[src/rtl/uart_pkg.sv]
// Definitions shared by the UART transmit and receive paths.
package uart_pkg;

    localparam int DataBits          = 8;
    localparam int DefaultOversample = 16;

    // Position within a serial frame, common to both directions.
    typedef enum logic [1:0] {
        FB_START = 2'd0,
        FB_DATA  = 2'd1,
        FB_STOP  = 2'd2
    } frame_bit_e;

endpackage

[src/rtl/uart_tx.sv]
// UART transmitter: start bit, 8 data bits MSB-first, stop bit, each Oversample cycles; line falls the cycle after accept.
// Accepts a byte only in IDLE or the final stop-bit cycle; valid is ignored otherwise.
module uart_tx
    import uart_pkg::*;
#(
    parameter int Oversample = DefaultOversample
) (
    input  logic                clk,
    input  logic                nReset,
    input  logic [DataBits-1:0] data,
    input  logic                valid,
    output logic                ready,
    output logic                out,
    output logic                busy,
    output logic                done
);

    localparam int                CntW      = $clog2(Oversample);
    localparam logic [CntW-1:0]   CntReload = CntW'(Oversample - 1);

    typedef enum logic [1:0] {
        IDLE  = 2'd0,
        START = 2'd1,
        DATA  = 2'd2,
        STOP  = 2'd3
    } state_e;

    state_e                state_q, state_d;
    logic [CntW-1:0]       sample_cnt_q, sample_cnt_d;
    logic [2:0]            bit_cnt_q, bit_cnt_d;
    logic [DataBits-1:0]   tx_buf_q, tx_buf_d;
    logic                  out_q, out_d;
    logic                  bit_end;

    assign bit_end = (sample_cnt_q == '0);

    always_comb begin
        state_d      = state_q;
        sample_cnt_d = sample_cnt_q - CntW'(1);
        bit_cnt_d    = bit_cnt_q;
        tx_buf_d     = tx_buf_q;

        case (state_q)
            IDLE: begin
                sample_cnt_d = CntReload;
                if (valid) begin
                    state_d  = START;
                    tx_buf_d = data;
                end
            end
            START: begin
                if (bit_end) begin
                    state_d      = DATA;
                    bit_cnt_d    = 3'd7;
                    sample_cnt_d = CntReload;
                end
            end
            DATA: begin
                if (bit_end) begin
                    sample_cnt_d = CntReload;
                    if (bit_cnt_q == 3'd0) begin
                        state_d = STOP;
                    end else begin
                        bit_cnt_d = bit_cnt_q - 3'd1;
                        tx_buf_d  = {tx_buf_q[DataBits-2:0], 1'b0};
                    end
                end
            end
            STOP: begin
                if (bit_end) begin
                    sample_cnt_d = CntReload;
                    // Chaining straight into START keeps back-to-back frames gap-free.
                    if (valid) begin
                        state_d  = START;
                        tx_buf_d = data;
                    end else begin
                        state_d = IDLE;
                    end
                end
            end
            default: state_d = IDLE;
        endcase

        // Line level is computed from the next state so out stays a pure flop output.
        case (state_d)
            START:   out_d = 1'b0;
            DATA:    out_d = tx_buf_d[DataBits-1];
            default: out_d = 1'b1;
        endcase
    end

    always_ff @(posedge clk or negedge nReset) begin
        if (!nReset) begin
            state_q      <= IDLE;
            sample_cnt_q <= CntReload;
            bit_cnt_q    <= 3'd7;
            tx_buf_q     <= '0;
            out_q        <= 1'b1;
        end else begin
            state_q      <= state_d;
            sample_cnt_q <= sample_cnt_d;
            bit_cnt_q    <= bit_cnt_d;
            tx_buf_q     <= tx_buf_d;
            out_q        <= out_d;
        end
    end

    assign out   = out_q;
    assign ready = (state_q == IDLE) || ((state_q == STOP) && bit_end);
    assign done  = (state_q == STOP) && bit_end;
    assign busy  = (state_q != IDLE);

endmodule
[config.mk]
export PLATFORM = sky130hd
export DESIGN_NAME = uart_tx
export DESIGN_NICKNAME = d
export VERILOG_FILES = /design/src/rtl/uart_pkg.sv /design/src/rtl/uart_tx.sv
export SDC_FILE = /design/constraint.sdc
export NUM_CORES = 1
export LEC_CHECK = 0
export ABC_AREA = 1
export BUFFER_PORTS_ARGS = -buffer_cell sky130_fd_sc_hd__buf_2
export CAP_MARGIN = 20
export CORE_MARGIN = 2
export CORE_UTILIZATION = 45
export DETAILED_ROUTE_END_ITERATION = 8
export HOLD_SLACK_MARGIN = 0.06
export PLACE_DENSITY = 0.72
export SLEW_MARGIN = 20
export SYNTH_ARGS = -nofsm -noshare
export SYNTH_HDL_FRONTEND = slang
export SYNTH_SLANG_ARGS = --single-unit
[constraint.sdc]
create_clock -name clk -period 3 [get_ports clk]
set_input_delay 0.3 -clock clk [delete_from_list [all_inputs] [get_ports clk]]
set_output_delay 0.3 -clock clk [all_outputs]
set_load 0.01 [all_outputs]
Word level (Yosys, flattened, before mapping)
Cells that the tools add are included.
{ "word_totals": {"reg_bits": 18, "latch_bits": 0, "ramBits": 0, "mem_bits_ro": 0, "out_inout_bits": 4, "word_cells": 47, "memories": 0} }
{ "classes": {"n_addsub": 2, "n_mul": 0, "div": 0, "order_cmp": 0, "n_eq_ne": 9, "n_shift": 0, "mux": 19, "n_bitwise": 0, "reduce_logical": 11} }
{ "op_table": {"columns": ["cell", "count"], "rows": [
  ["$mux 8", 4],
  ["$pmux 8 s3", 1],
  ["$mux 2", 5],
  ["$mux 3", 3],
  ["$ne 2x2->1 const B", 4],
  ["$pmux 2 s4", 1],
  ["$pmux 4 s2", 1],
  ["$reduce_and 4->1", 2],
  ["$eq 2x2->1 const B", 3],
  ["$pmux 3 s2", 1],
  ["$eq 2x1->1 const B", 2],
  ["$logic_not 4->1", 1],
  ["$mux 4", 1],
  ["$reduce_bool 2->1", 2],
  ["$sub 4x1->4 const B", 1],
  ["$logic_not 3->1", 1],
  ["$reduce_bool 3->1", 1],
  ["$reduce_or 3->1", 1],
  ["$sub 3x1->3 const B", 1],
  ["$logic_not 2->1", 1],
  ["$pmux 1 s2", 1],
  ["$logic_and 1x1->1", 1],
  ["$logic_or 1x1->1", 1],
  ["$mux 1", 1]
]} }

Logic depth before layout (Yosys ltp)
Gate-level depths: netlist (run 1).
{ "depth": {"depth_word": 6, "ltp_mapped": 12} }

Worst setup path before layout (run 1)
No wires, ideal clock.
{ "synth_path": {"path_kind": "flip-flop to flip-flop", "start": "reg bit_cnt_q[0]", "end": "reg bit_cnt_q[2]", "setup_time_ps": 64, "arrival_ps": 1454, "t_required_ps": 2936, "setup_slack_ps": 1482, "path_stages_with_launch": 9, "path_buffers": 0, "path_cell_list": "dfstp_2 inv_1 ha_1 inv_1 nor2_2 nor3_4 nand2_1 or2_0 nand3_1"} }
{ "synth_via": {"elab_chain_cells": 4, "elab_cells_between_ends": 7, "classes_between": "add/sub (1); eq/ne (1); mux (3); reduce/logical (2)"} }
{ "synth_rtl": {"columns": ["item", "line", "rtl"], "rows": [
  ["start: declaration", "uart_tx.sv:30", "logic [2:0] bit_cnt_q, bit_cnt_d;"],
  ["start signal: assignment", "uart_tx.sv:102", "bit_cnt_q <= bit_cnt_d;"],
  ["$sub 3x1->3", "uart_tx.sv:64", "bit_cnt_d = bit_cnt_q - 3'd1;"],
  ["$mux 3", "uart_tx.sv:61", "if (bit_cnt_q == 3'd0) begin"],
  ["$mux 3", "uart_tx.sv:59", "if (bit_end) begin"],
  ["$pmux 3 s2", "uart_tx.sv:43", "case (state_q)"]
]} }
Several ways; a longest one is shown, not always the timed one. The select of a mux whose other input is x is not followed.
A chain may end at the register's enable or synchronous reset.

Final worst setup path (run 1)
{ "layout_path": {"start": "reg sample_cnt_q[0]", "end": "out ready"} }
{ "layout_via": {"elab_chain_cells": 3} }
{ "layout_rtl": {"columns": ["item", "line", "rtl"], "rows": [
  ["start: declaration", "uart_tx.sv:29", "logic [CntW-1:0] sample_cnt_q, sample_cnt_d;"],
  ["start signal: assignment", "uart_tx.sv:95", "sample_cnt_q <= CntReload;"],
  ["start signal: assignment", "uart_tx.sv:101", "sample_cnt_q <= sample_cnt_d;"],
  ["$logic_not 4->1", "uart_tx.sv:35", "assign bit_end = (sample_cnt_q == '0);"],
  ["$logic_and 1x1->1", "uart_tx.sv:109", "assign ready = (state_q == IDLE) || ((state_q == STOP) && bit_end);"],
  ["$logic_or 1x1->1", "uart_tx.sv:109", null],
  ["end: declaration", "uart_tx.sv:12", "output logic ready,"]
]} }
Every way passes these cells.

==> qor.yml, run 1 <==
logic_synthesis:
  synth_top_family_by_area: "simple AND/OR/NAND/NOR gates"
  avgSynthCellArea_um2: 8.18
  synth-adder-area-share_pct: 3.79
  synth_top_area_share_pct: 25.3
  ys_ff_latch: 18
  synth.area.top_cells: "dfrtp_1 25%, dfstp_2 21%, nand2_1 12%"
  netlist_area_um2: 990
  synthMuxAreaShare_pct: 0
  synth_xor_area_share_pct: 0.885
  yosys_warnings: 0
  ys_types: 21
  async_reset_ff_share_pct: 100
  yosysMostFrequentCell: "nand2_1"
  synth_fp_nets: 135
  synthFlopType: "dfrtp_1"
  syn_inst: 121
  ys_seq_area_share_pct: 46.5
  synth_top_area_cell: "dfrtp_1"
  synth.top_cells.by_count: "32 x nand2_1, 20 x nand3_1, 15 x inv_1, 10 x dfrtp_1, 8 x dfstp_2"
  synth_compound_area_share_pct: 2.91
  synthSimpleGateAreaFrac_pct: 38.7
  synth-edff-count: 0
sta:
  hold_violations: 0
  setup_viol: 0
  worst_pin_slew_ns: 0.406
  holdWs_ns: 0.248
  min_period_over_period_pct: 60.7
  min_period_ns: 1.82
  fmax_ghz: 0.549
  rsz0062_at_grt: "false"
  fin_skew_ns: 0.00675
  finalSetupTns_ns: 0
  slew_headroom_pct: 72.9
  timing.final.max_slew_violations: 0
global_route:
  grt_max_degree: 19
  gr-usage-all-layers_pct: 17.3
  antenna_found_initial: 0
  grt_pass1_vias: 799
  grt_pass1_wl_um: 3330
  grt-ovfl-total: 0
detailed_routing:
  viasPerCell: 4.89
  dr.pass1.iters: 5
  wl_per_cell_um: 11.1
  wirelength_um: 1840
  drc: 0
  drt_iter0_drc: 17
  ant_nets: 0
  dr_total_vias: 812
pwr:
  p_per_area_nw_per_um2: 340
  leakagePower_uw: 0.000597
  ir_worst_vdd_mv: 0.242
  power_uw: 383
worst_setup_path:
  cp_cell_sequence: "inv_1, ha_1, nand3_2, nand2_4, buf_2"
  path_delay_family: "flip-flops"
  max_stage_delay_ns: 0.54
  slowest_stage: "dfstp_2"
  critPathCaptureType: "primary output"
  required_ns: 2.70
  ff2ff_setup_slack_ns: 1.34
  crit_fanout: 10
  crit_path_start_kind: "flop"
  worstSetupPathType: "flop to primary output"
  cp.arrival_ns: 1.52
  critPathBufInv: 2
clocking:
  clk_latency_ns: 0.29
  cts_tree: "built"
  cts.htree.levels: 1
  cts_buffers: 3
  clkSinkCount: 18
  cts_buffer_depth: 2
  postCtsSetupBuffers: 0
  clkSlewWorstSetupHoldPaths_ns: 0.10
  root_buffer: "clkbuf_4"
floorplan:
  io_pins: 15
  rows: 16
  start_util_pct: 48.9
  die_x_um: 50.9
  die_area_um2: 2590
  coreArea_um2: 2020
  die_h_um: 50.9
finish:
  register_area_um2: 460
  layout-drive-gt1-share_pct: 31.7
  layout.cells.non_filler: 166
  antennaDiodeCount: 0
  area_growth_pct: 13.8
  multi_input_area_um2: 458
  final_util_pct: 55.7
  fillers: 192
  nets: 154
placed_design:
  dp_cells: 161
  gp_congestion: 0.800
  portBuffers: 14
  dp_hpwl_um: 1420
run_status:
  status: "complete, no violations"
hold_path:
  hp-class: "input port to flop"
run:
  cap_violations: 0
[state kept, by name, summed over array words and instances, names as in the netlist]
signal,flops
tx_buf_q,8
sample_cnt_q,4
state_q,2
bit_cnt_q,3
out,1
[worst min-delay path, delay by kind of cell]
family	cells	cell delay, ns
buffers and inverters	1	0.07
and+or+nand+nor	2	0.14
[area by class of cell]
cell class | instances | share of cell area, %
Multi-Input combinational cell | 84 | 40.7
Inverter | 18 | 6.00
Timing Repair Buffer | 15 | 7.11
Clock buffer | 4 | 2.33
Tap cell | 27 | 3.00
Sequential cell | 18 | 40.9
[per-layer routing]
layer  GRT usage, %  vias to the layer above  share of wire [%]
met2           31.1                       17                 53
met4           6.76                        0                1.3
li1               -                      415                  -
met3           2.63                        4                3.0
met5              0                        -                  0
met1           20.7                      376                 43
[final timing paths]
path	startpoint	endpoint	depth (start not counted)
worst max-delay path	sample_cnt_q[0]	ready	5
worst min-delay path	data[5]	tx_buf_q[5]	3
worst max register to register	bit_cnt_q[0]	bit_cnt_q[2]	8
worst min register to register	sample_cnt_q[0]	sample_cnt_q[0]	1
max in group asynchronous	nReset	out	2
min in group asynchronous	nReset	tx_buf_q[3]	2
[metrics by stage]
step,worst slack [ns],instance area [µm²]
after floorplan,1.48,990
after global placement,1.39,1090
after detailed placement,1.34,1090
after CTS,1.17,1130
after global routing,1.11,1130
final,1.18,1130
[placed cells by master, fill, tap and decap left out, drive strengths merged]
| cell type | instances |
|---|---|
| a21oi | 3 |
| a31oi | 1 |
| buf | 14 |
| clkbuf | 4 |
| dfrtp | 10 |
| dfstp | 8 |
| dlygate4sd3 | 1 |
| ha | 3 |
| inv | 18 |
| nand2 | 41 |
| nand3 | 21 |
| nor2 | 9 |
| nor3 | 1 |
| o211ai | 1 |
| or2 | 3 |
| xor2 | 1 |
[logic make-up (layout without fill, tap and decap cells)]
logic type | Yosys count | after routing
adder cells (fa/ha/maj) | 3 | 3
buffers and inverters | 19 | 37
AND/OR/NAND/NOR | 75 | 75
XOR/XNOR | 1 | 1
AO/OA/AOI/OAI | 5 | 5
flip-flops | 18 | 18
[report_power, final]
part / internal [µW] / total [µW] / switching [µW]
Clock: 51.7 / 126 / 74.3
Combinational: 5.51 / 13.7 / 8.15
Sequential: 243 / 243 / 0
Total: 300 / 383 / 82.4
[repair_timing]
| item | in CTS | in global routing |
|---|---|---|
| hold buffers | 1 | 0 |
| endpoints found under the hold margin | 10 | 0 |
| resized for setup | 0 | 0 |
| setup endpoints to repair | 0 | 0 |
Note: power is estimated with default switching activity, not from simulation.
==> run 2, diff against run 1 <==
ABC_AREA = 0   (was 1)
clock period = 1.9 ns   (was 3 ns; I/O delays follow)
==> run 2 against run 1 <==
Effect of this change: clock power grew 60%; area after synthesis grew 3.2%; largest cell class is now multi-input gates; critical endpoint unchanged; global-route usage grew 1.2 points; power grew 58%; combinational power grew 59%; critical path depth is the same.
==> qor.yml, run 2 <==
global_route:
  gr-usage-all-layers_pct: 18.5
  grt_pass1_wl_um: 3550
  antenna_found_initial: 0
  grt-ovfl-total: 0
  grt_pass1_vias: 803
  grt_max_degree: 19
run:
  cap_violations: 0
clocking:
  root_buffer: "clkbuf_4"
  cts.htree.levels: 1
  cts_buffer_depth: 2
  cts_buffers: 3
  clkSinkCount: 18
  clkSlewWorstSetupHoldPaths_ns: 0.11
  cts_tree: "built"
  clk_latency_ns: 0.30
floorplan:
  die_x_um: 51.6
  coreArea_um2: 2170
  die_area_um2: 2670
  start_util_pct: 47.1
  io_pins: 15
  rows: 17
  die_h_um: 51.6
detailed_routing:
  met2_length_um: 1090
  wl_met1_um: 946
  top_layer_used: "met4"
  wl_met3_um: 76
  viasPerCell: 5.58
  ant_nets: 0
  wirelength_um: 2180
  wl_per_cell_um: 14.2
  drc: 0
  dr.pass1.iters: 4
  dr_total_vias: 853
  drt_iter0_drc: 7
logic_synthesis:
  synth_top_family_by_area: "simple AND/OR/NAND/NOR gates"
  ys_ff_latch: 18
  synth_compound_area_share_pct: 20.8
  syn_inst: 102
  synth-edff-count: 0
  synth.area.top_cells: "dfrtp_1 25%, dfstp_2 21%, a221o_1 5.9%"
  yosysMostFrequentCell: "nand2_1"
  synthMuxAreaShare_pct: 0.980
  ys_types: 35
  async_reset_ff_share_pct: 100
  synth_top_area_share_pct: 24.5
  synth.top_cells.by_count: "12 x nand2_1, 10 x dfrtp_1, 8 x dfstp_2, 7 x and3_1"
  synth_fp_nets: 116
  yosys_warnings: 0
  synthFlopType: "dfrtp_1"
  netlist_area_um2: 1020
  synth-adder-area-share_pct: 3.68
  avgSynthCellArea_um2: 10.0
  synth_xor_area_share_pct: 2.57
  ys_seq_area_share_pct: 45.1
  synth_top_area_cell: "dfrtp_1"
  synthSimpleGateAreaFrac_pct: 22.4
placed_design:
  gp_congestion: 0.853
  dpl_cell_area_um2: 1140
  dp_slack_ns: -0.0248
  portBuffers: 14
  dp_hpwl_um: 1520
finish:
  largest_reg_flops: 8
  final_common_cell: "buf_2"
  finish.instance_area_um2: 1220
  nets: 140
  antennaDiodeCount: 0
  final_util_pct: 56.5
  regMostFlops: "tx_buf_q"
  final_cell_mix: "14 x buf_2, 12 x nand2_1, 10 x dfrtp_1, 9 x buf_4, 8 x dfstp_2"
  area_growth_pct: 20.0
  top_regs: "tx_buf_q: 8 flops, sample_cnt_q: 4 flops, bit_cnt_q: 3 flops"
  layout-drive-gt1-share_pct: 32.0
sta:
  worst_pin_slew_ns: 0.391
  fin_skew_ns: 0.0101
  setup_viol: 0
  setup_ws_ns: 0.0481
  hold_violations: 0
  fmax_ghz: 0.540
  min_period_ns: 1.85
  timing.final.max_slew_violations: 0
  holdWs_ns: 0.211
  slew_headroom_pct: 73.9
  min_period_over_period_pct: 97.5
  finalSetupTns_ns: 0
worst_setup_path:
  required_ns: 1.71
  critPathCaptureType: "primary output"
  cp.arrival_ns: 1.66
  crit_path_start_kind: "flop"
  crit_fanout: 8
  worstSetupPathType: "flop to primary output"
pwr:
  swShare_pct: 21.7
  p_switching_uw: 132
  leakagePower_uw: 0.000579
  p_comb_share_pct: 3.6
  p_per_area_nw_per_um2: 495
  ir_worst_vdd_mv: 0.546
  p_seq_share_pct: 63.3
  p_int_uw: 475
  clkPwrFrac_pct: 33.1
run_status:
  status: "complete, no violations"
hold_path:
  hp-class: "input port to flop"
[run 2: changes by cell type after synthesis, moves of 4 or more]
cell,delta
inv_1,-10
nand2_1,-20
nand3_1,-18
and3_1,+7
clkbuf_1,+4
a221o_1,+6
nand2_2,-6
[run 2: power groups by stage]
stage / clock network [µW] / registers (µW) / logic, µW
2_1_floorplan: 0 / 391 / 3.16
3_3_place_gp: 0 / 391 / 19.9
3_5_place_dp: 0 / 391 / 20.7
4_1_cts: 205 / 384 / 22.5
5_1_grt: 219 / 384 / 24.9
6_report: 201 / 384 / 21.8
[run 2: cell families (layout without fill, tap and decap cells)]
logic type	count (synthesis)	after routing
adders and majority gates	3	3
muxes	1	1
buffers and inverters	10	33
DFF	18	18
xor gates and xnor gates	3	3
and+or+nand+nor	40	40
AOI/OAI and AO/OA	27	27
[run 2: metal layers]
layer  global-route usage [%]  vias up
met2                     30.6       20
met4                     10.5        0
met5                        0        -
met1                     23.1      409
li1                         -      416
met3                     2.59        8
[run 2: layout make-up]
cell class	count	area (µm²)
multi-input combinational	74	537
tap	28	35.0
sequential	18	460
fill	203	945
timing repair buffer	24	148
clock buffer	4	26.3
inverter	5	18.8
[run 2: critical path: stages, from the launching register on]
cell      delay [ns]
dfstp_2         0.54
inv_1           0.04
ha_1            0.20
and4bb_4        0.22
a21o_4          0.23
buf_2           0.14
[run 2: path summary, 6_finish.rpt]
path | startpoint | endpoint | slack [ns] | depth (start not counted)
worst min register to register | tx_buf_q[0] | tx_buf_q[0] | 0.53 | 1
worst max-delay path | sample_cnt_q[0] | ready | 0.05 | 5
min in group asynchronous | nReset | tx_buf_q[0] | 0.36 | 2
max in group asynchronous | nReset | sample_cnt_q[0] | 1.22 | 2
worst max register to register | bit_cnt_q[1] | tx_buf_q[1] | 0.07 | 6
worst min-delay path | data[4] | tx_buf_q[4] | 0.21 | 3
[run 2: what timing repair did]
action                                  4_1_cts  5_1_grt
buffers inserted                              0        3
hold buffers                                  1        0
gates resized for setup                       2        3
endpoints found under the setup margin        6        8
pin swaps                                     0        1
hold endpoints to repair                     10        0
[run 2: metrics by stage]
| step | total power, µW | instances |
|---|---|---|
| 3_5_place_dp | 411 | 145 |
| 5_1_grt | 628 | 153 |
| 6_report | 606 | 153 |
| 4_1_cts | 612 | 150 |
| 3_3_place_gp | 410 | 145 |
| 2_1_floorplan | 394 | 102 |
==> run 3, diff against run 2 <==
PLACE_DENSITY = 0.65   (was 0.72)
==> run 3 against run 2 <==
Effect of this change: worst setup slack gained 0.018 ns; largest cell class unchanged; wire length shrank 3.6%; combinational power about the same; highest routed layer unchanged; cell area rose by 1.4%; cell count grew 0.65%; sequential power barely moved; clock-buffer cell count unchanged; critical path type unchanged; power increased by 6.7%; critical path depth unchanged.
==> qor.yml, run 3 (synthesis gave the netlist of run 2 again) <==
finish:
  layout.cells.non_filler: 154
  largest_reg_flops: 8
  regMostFlops: "tx_buf_q"
  antennaDiodeCount: 0
  final_common_cell: "buf_2"
  final_cell_mix: "14 x buf_2, 12 x nand2_1, 10 x buf_4, 10 x dfrtp_1, 8 x dfstp_2"
  finish.instance_area_um2: 1240
  area_growth_pct: 21.7
  nets: 141
  layout-drive-gt1-share_pct: 34.9
  top_regs: "tx_buf_q: 8 flops, sample_cnt_q: 4 flops, bit_cnt_q: 3 flops"
sta:
  worst_pin_slew_ns: 0.388
  fin_skew_ns: 0.00696
  fmax_ghz: 0.545
  setup_viol: 0
  setup_ws_ns: 0.0658
  timing.final.max_slew_violations: 0
  min_period_over_period_pct: 96.5
  finalSetupTns_ns: 0
  hold_violations: 0
  holdWs_ns: 0.217
  min_period_ns: 1.83
  slew_headroom_pct: 74.2
worst_setup_path:
  crit_fanout: 8
  slowest_stage: "dfstp_2"
  critPathCaptureType: "primary output"
  cp_cell_sequence: "inv_1, ha_2, and4bb_4, a21o_4, buf_2"
  max_stage_delay_ns: 0.55
  worstSetupPathType: "flop to primary output"
  crit_path_start_kind: "flop"
  required_ns: 1.71
  ff2ff_setup_slack_ns: 0.07
  critPathBufInv: 2
  path_delay_family: "flip-flops"
  cp.arrival_ns: 1.64
global_route:
  grt_pass1_vias: 814
  grt_max_degree: 19
  antenna_found_initial: 0
  grt-ovfl-total: 0
  gr-usage-all-layers_pct: 18.1
  grt_pass1_wl_um: 3590
placed_design:
  dp_slack_ns: -0.0209
  dpl_cell_area_um2: 1140
  dp_cells: 145
  portBuffers: 14
  gp_congestion: 0.802
  dp_hpwl_um: 1550
clocking:
  clk_latency_ns: 0.30
  root_buffer: "clkbuf_4"
  cts.htree.levels: 1
  cts_buffer_depth: 2
  cts_tree: "built"
  clkSinkCount: 18
  clkSlewWorstSetupHoldPaths_ns: 0.11
  cts_buffers: 3
detailed_routing:
  dr_total_vias: 842
  ant_nets: 0
  drt_iter0_drc: 18
  viasPerCell: 5.47
  dr.pass1.iters: 4
  wirelength_um: 2100
  drc: 0
  wl_per_cell_um: 13.6
pwr:
  clkPwrFrac_pct: 37.3
  swShare_pct: 21.2
  p_seq_share_pct: 59.4
  p_int_uw: 510
  p_per_area_nw_per_um2: 521
  p_comb_share_pct: 3.4
  p_switching_uw: 137
  leakagePower_uw: 0.000581
  ir_worst_vdd_mv: 0.278
floorplan:
  start_util_pct: 47.1
  die_h_um: 51.6
  rows: 17
  die_area_um2: 2670
  die_x_um: 51.6
  coreArea_um2: 2170
  io_pins: 15
run_status:
  status: "complete, no violations"
run:
  cap_violations: 0
hold_path:
  hp-class: "input port to flop"
==> run 3: changes by cell type in the layout (fill, tap and decap cells not counted) <==
cell and change:
clkbuf_1 -1, ha_2 +2, nor2b_4 -1, nor2b_2 +1
buf_4 +1, ha_1 -2, clkbuf_8 +1
==> run 3: worst register-to-register path, stage by stage (launching register included) <==
cell,delay [ns]
dfstp_2,0.55
inv_1,0.06
ha_2,0.18
nor2b_2,0.18
o21a_1,0.19
o21a_4,0.22
a221o_1,0.34
==> run 3: repair_timing <==
action,CTS,global route
setup buffers,2,2
setup endpoints to repair,7,8
hold buffers,1,0
endpoints found under the hold margin,10,0
gates resized for setup,1,5
pin swaps,0,2
==> run 3: metal layers <==
layer	part of all wire (%)	wire (µm)	up-vias	GRT usage (%)
met5	0	0	-	0
met2	48	1020	14	29.1
li1	-	-	417	-
met1	46	965	407	23.5
met4	2.1	44	0	9.21
met3	3.6	75	4	2.87
==> run 3: cell type report <==
| class | instances | area, µm² |
|---|---|---|
| clock buffers | 4 | 36.3 |
| fillers | 212 | 927 |
| inverters | 5 | 18.8 |
| multi-input cells | 74 | 537 |
| flip-flops and latches | 18 | 460 |
| well taps | 28 | 35.0 |
| repair buffers | 25 | 155 |
==> run 3: worst paths after layout <==
| kind | startpoint | endpoint | cells past startpoint |
|---|---|---|---|
| max | sample_cnt_q[0] | ready | 5 |
| min | data[6] | tx_buf_q[6] | 3 |
| max reg2reg | bit_cnt_q[1] | tx_buf_q[1] | 6 |
| min reg2reg | tx_buf_q[0] | tx_buf_q[1] | 1 |
| max in group asynchronous | nReset | bit_cnt_q[0] | 2 |
| min in group asynchronous | nReset | tx_buf_q[6] | 2 |
==> run 3: power by group through the flow <==
stage	combinational, µW	sequential [µW]	clock, µW
finish	21.7	384	241
global placement	20.9	391	0
floorplan	3.16	391	0
CTS	22.5	384	247
detailed placement	21.1	391	0
global route	24.9	384	262
==> run 3: per-stage QoR <==
step | power (µW) | utilization [%]
global route | 671 | 57.3
finish | 647 | 57.3
CTS | 653 | 55.7
detailed placement | 412 | 52.8
floorplan | 394 | -
global placement | 411 | 52.8
